[config.mk]
export PLATFORM = sky130hd
export DESIGN_NAME = display_page_ctrl
export DESIGN_NICKNAME = d
export VERILOG_FILES = /design/src/rtl/display_page_ctrl.sv
export SDC_FILE = /design/constraint.sdc
export NUM_CORES = 1
export LEC_CHECK = 0
export CELL_PAD_IN_SITES_DETAIL_PLACEMENT = 1
export CELL_PAD_IN_SITES_GLOBAL_PLACEMENT = 2
export CORE_AREA = 2 2 136 138
export DETAILED_ROUTE_END_ITERATION = 7
export DIE_AREA = 0 0 138 140
export HOLD_SLACK_MARGIN = 0.12
export PLACE_DENSITY = 0.87
export REMOVE_ABC_BUFFERS = 1
export SLEW_MARGIN = 10
export SYNTH_ARGS = -nofsm -noshare
export SYNTH_HDL_FRONTEND = slang
export SYNTH_SLANG_ARGS = --single-unit
[constraint.sdc]
create_clock -name iCLK -period 2.7 [get_ports iCLK]
set_input_delay 0.675 -clock iCLK [delete_from_list [all_inputs] [get_ports iCLK]]
set_output_delay 0.675 -clock iCLK [all_outputs]
set_load 0.005 [all_outputs]
[src/rtl/display_page_ctrl.sv]
// display_page_ctrl: holds the displayed value and steps the page select on debounced key presses or auto-scroll ticks
module display_page_ctrl #(
  parameter int DEBOUNCE_CYCLES = 500000,
  parameter int AUTO_PERIOD     = 50000000
) (
  input  logic        iCLK,
  input  logic        iRST_n,
  input  logic        iKey,
  input  logic        iAuto,
  input  logic        iFreeze,
  input  logic [63:0] iData,
  input  logic        iDataValid,
  output logic [63:0] oOutput,
  output logic [1:0]  oSelect,
  output logic        oPageStrobe
);
  localparam int DW = DEBOUNCE_CYCLES > 1 ? $clog2(DEBOUNCE_CYCLES) : 1;
  localparam int AW = AUTO_PERIOD > 1 ? $clog2(AUTO_PERIOD) : 1;
  localparam logic [DW-1:0] DMAX = DW'(DEBOUNCE_CYCLES - 1);
  localparam logic [AW-1:0] AMAX = AW'(AUTO_PERIOD - 1);

  logic          s1_q, s1_d, s2_q, s2_d, stable_q, stable_d, strobe_q, strobe_d;
  logic [DW-1:0] dcnt_q, dcnt_d;
  logic [AW-1:0] acnt_q, acnt_d;
  logic [1:0]    sel_q, sel_d;
  logic [63:0]   out_q, out_d;
  logic          dmax, amax, press, tick, adv;

  always_comb begin
    s1_d     = iKey;
    s2_d     = s1_q;
    dmax     = dcnt_q == DMAX;
    amax     = acnt_q == AMAX;
    press    = stable_q & ~s2_q & dmax;
    tick     = iAuto & amax;
    adv      = press | tick;
    stable_d = (s2_q != stable_q && dmax) ? s2_q : stable_q;
    dcnt_d   = (s2_q == stable_q || dmax) ? '0 : dcnt_q + 1'b1;
    // a press restarts the auto period so the new page gets a full dwell
    acnt_d   = (!iAuto || press || amax) ? '0 : acnt_q + 1'b1;
    sel_d    = sel_q + {1'b0, adv};
    strobe_d = adv;
    out_d    = (iDataValid && !iFreeze) ? iData : out_q;
  end

  always_ff @(posedge iCLK) begin
    if (!iRST_n) begin
      s1_q     <= 1'b1;
      s2_q     <= 1'b1;
      stable_q <= 1'b1;
      dcnt_q   <= '0;
      acnt_q   <= '0;
      sel_q    <= '0;
      strobe_q <= 1'b0;
      out_q    <= '0;
    end else begin
      s1_q     <= s1_d;
      s2_q     <= s2_d;
      stable_q <= stable_d;
      dcnt_q   <= dcnt_d;
      acnt_q   <= acnt_d;
      sel_q    <= sel_d;
      strobe_q <= strobe_d;
      out_q    <= out_d;
    end
  end

  assign oOutput     = out_q;
  assign oSelect     = sel_q;
  assign oPageStrobe = strobe_q;
endmodule

==> flow_summary.ini <==
[status]
outcome = completed

[drt]
drt-initial-drc-count = 151
antenna_left = 0
routed_wl_mm = 13.8
avgRoutedWirePerCell_um = 15.1
num_vias = 4366
drc_errors = 0
dr.pass1.iters = 4
viasPerCell = 4.77

[layout]
layout.nets = 748
drive_gt1_frac = 0.0728
area_growth_pct = 48.4
fin_area_um2 = 6730
final_cell_mix = nand2_1 (144), clkdlybuf4s50_1 (136), dfxtp_1 (115), a21oi_1 (70), nand3_1 (21)
stdcell_count = 916
n_antenna_cell = 0
fillers = 2053
layout_commonest_cell = nand2_1
utilization = 0.378

[clock_tree]
cts_buffers = 17
clk_pin_slew_worst_paths_ns = 0.05
cts-root-buf = clkbuf_16
cts_setup_buffers = 0
h-tree-depth = 4
postCtsResizedCells = 0
cts_num_sinks = 115
worst_skew_pair.late_latency_ns = 0.42
postCtsHoldBufs = 0
clk_path_buf_depth = 2
cts_tree = built

[run]
drv_cap = 0

[synthesis]
yosys_warnings = 0
synth_area_leaders = dfxtp_1 (51%), nand2_1 (12%), a21oi_1 (7.7%)
syn_avg_cell_area_um2 = 8.30
synth_seq_cells = 115
synth.distinct_cells = 39
synth_top_area_frac = 0.508
ys_seq_area_frac = 0.508
syn_inst = 546
syn_area_um2 = 4530
yosysTopAreaCell = dfxtp_1

[worst_setup_path]
crit_arrival_ns = 2.72
crit_cells = 5
critPathKind = reg -> reg
crit_start = dcnt_q[0]
critPathTopFamily = simple AND/OR/NAND/NOR gates
end_kind = register
max_stage_delay_ns = 0.59
critPathLaunchType = register
cp_slowest_cell = a31o_2
cp_data_required_time_ns = 2.96
path_cells = ha_1 -> nor4bb_1 -> and4b_1 -> a31o_2 -> nor3_1
path_max_fanout = 26
reg2reg_depth = 5
path_buf_inv = 0
reg2reg_from = dcnt_q[0]

[floorplanning]
ios = 137
coreArea_um2 = 17800
die_w_um = 138
start_util = 0.255
die_y_um = 140
row_count = 49
dieArea_um2 = 19300

[grt]
grt_pass1_wl_mm = 22.9
overflow = 0
grt_antenna_before_repair = 0
track_usage = 0.147
grt_pass1_vias = 4512
grt_max_degree = 65

[placed_design]
dp_hpwl_mm = 9.79
port_buffers = 136
gp_congestion = 0.758
placed_cell_area_um2 = 6130
dp_cells = 884

[hold_path]
holdCritStartpoint = s1_q
hold_path_depth = 1
hold_class = reg -> reg

[sta]
setup_viol = 0
grt_setup_unrepaired = no
hold_viol_final = 0
fin_hold_ws_ns = 0.411
clock_skew_ns = 0.00653
tns_ns = 0
layout_min_cycle_time_ns = 2.46
slew_viol_final = 0
worst_slew_margin_rel = 0.592
fmax_mhz = 407
fin_crit_sh = 0.910
tightest_slew_ns = 0.611

[power_and_ir_drop]
p_per_area_nw_per_um2 = 641
leakagePower_nw = 2.25
irDropWorstVdd_uv = 363
==> report_power, final <==
part,total (mW),switching (mW),internal (mW)
logic,0.330,0.132,0.198
registers,1.77,0.0249,1.75
clock network,2.21,0.761,1.45
total,4.31,0.918,3.39
==> cells in the mapped netlist <==
| cell | n |
|---|---|
| a211o_1 | 1 |
| a211oi_1 | 13 |
| a21bo_2 | 1 |
| a21oi_1 | 70 |
| a31o_2 | 1 |
| a41oi_1 | 1 |
| and2_1 | 2 |
| and3_1 | 3 |
| and4_1 | 3 |
| and4_2 | 1 |
| and4b_1 | 1 |
| buf_1 | 4 |
| buf_2 | 4 |
| buf_6 | 2 |
| clkbuf_1 | 23 |
| dfxtp_1 | 115 |
| ha_1 | 4 |
| inv_1 | 9 |
| nand2_1 | 144 |
| nand2b_1 | 3 |
| nand3_1 | 21 |
| nand4_1 | 10 |
| nand4_2 | 1 |
| nor2_1 | 20 |
| nor2b_1 | 1 |
| nor3_1 | 15 |
| nor3b_1 | 1 |
| nor4_1 | 4 |
| nor4bb_1 | 2 |
| o21ai_0 | 11 |
| o31ai_1 | 7 |
| or2_2 | 2 |
| or3_1 | 10 |
| or3_2 | 1 |
| or4_1 | 8 |
| or4_2 | 1 |
| or4_4 | 2 |
| xnor2_1 | 11 |
| xor2_1 | 13 |
==> stage by stage <==
step / total power, mW / setup WS [ns]
after CTS: 4.36 / 0.213
final: 4.31 / 0.243
after global placement: 2.13 / 0.418
after global routing: 4.48 / 0.0614
after floorplan: 1.90 / -0.414
after detailed placement: 2.14 / 0.278
==> per-layer routing <==
| layer | GRT usage | vias up | share of wire |
|---|---|---|---|
| li1 | - | 2125 | - |
| met1 | 0.185 | 2085 | 0.48 |
| met2 | 0.234 | 136 | 0.45 |
| met3 | 0.0492 | 20 | 0.049 |
| met4 | 0.0564 | 0 | 0.018 |
| met5 | 0 | - | 0 |
==> path summary, 6_finish.rpt <==
check / slack, ns / to
hold / removal: 0.41 / s2_q
setup / recovery: 0.24 / acnt_q[10]
setup reg to reg: 0.24 / acnt_q[10]
hold reg to reg: 0.41 / s2_q
==> state kept, by name, indices dropped and copies added (netlist names) <==
name,cells
oOutput,64
s1_q,1
dcnt_q,19
oPageStrobe,1
s2_q,1
acnt_q,26
stable_q,1
oSelect,2
==> cell type report <==
| type | count | area, um2 | share of cell area |
|---|---|---|---|
| inverter | 9 | 33.8 | 0.00502 |
| sequential | 115 | 2300 | 0.342 |
| tap | 229 | 287 | 0.0426 |
| clock buffer | 23 | 488 | 0.0726 |
| clock inverter | 9 | 103 | 0.0153 |
| multi-input combinational | 389 | 2070 | 0.308 |
| timing repair buffer | 142 | 1440 | 0.215 |
==> kinds of logic (layout without fill, tap and decap cells) <==
kind of cell,count (synthesis),in the layout,synth area share
and+or+nand+nor,256,256,0.265
buffers and inverters,42,183,0.0392
AOI/OAI and AO/OA,105,105,0.131
adders and majority gates,4,4,0.0110
DFF,115,115,0.508
xor gates and xnor gates,24,24,0.0464
Note: power is estimated with default switching activity, not from simulation.
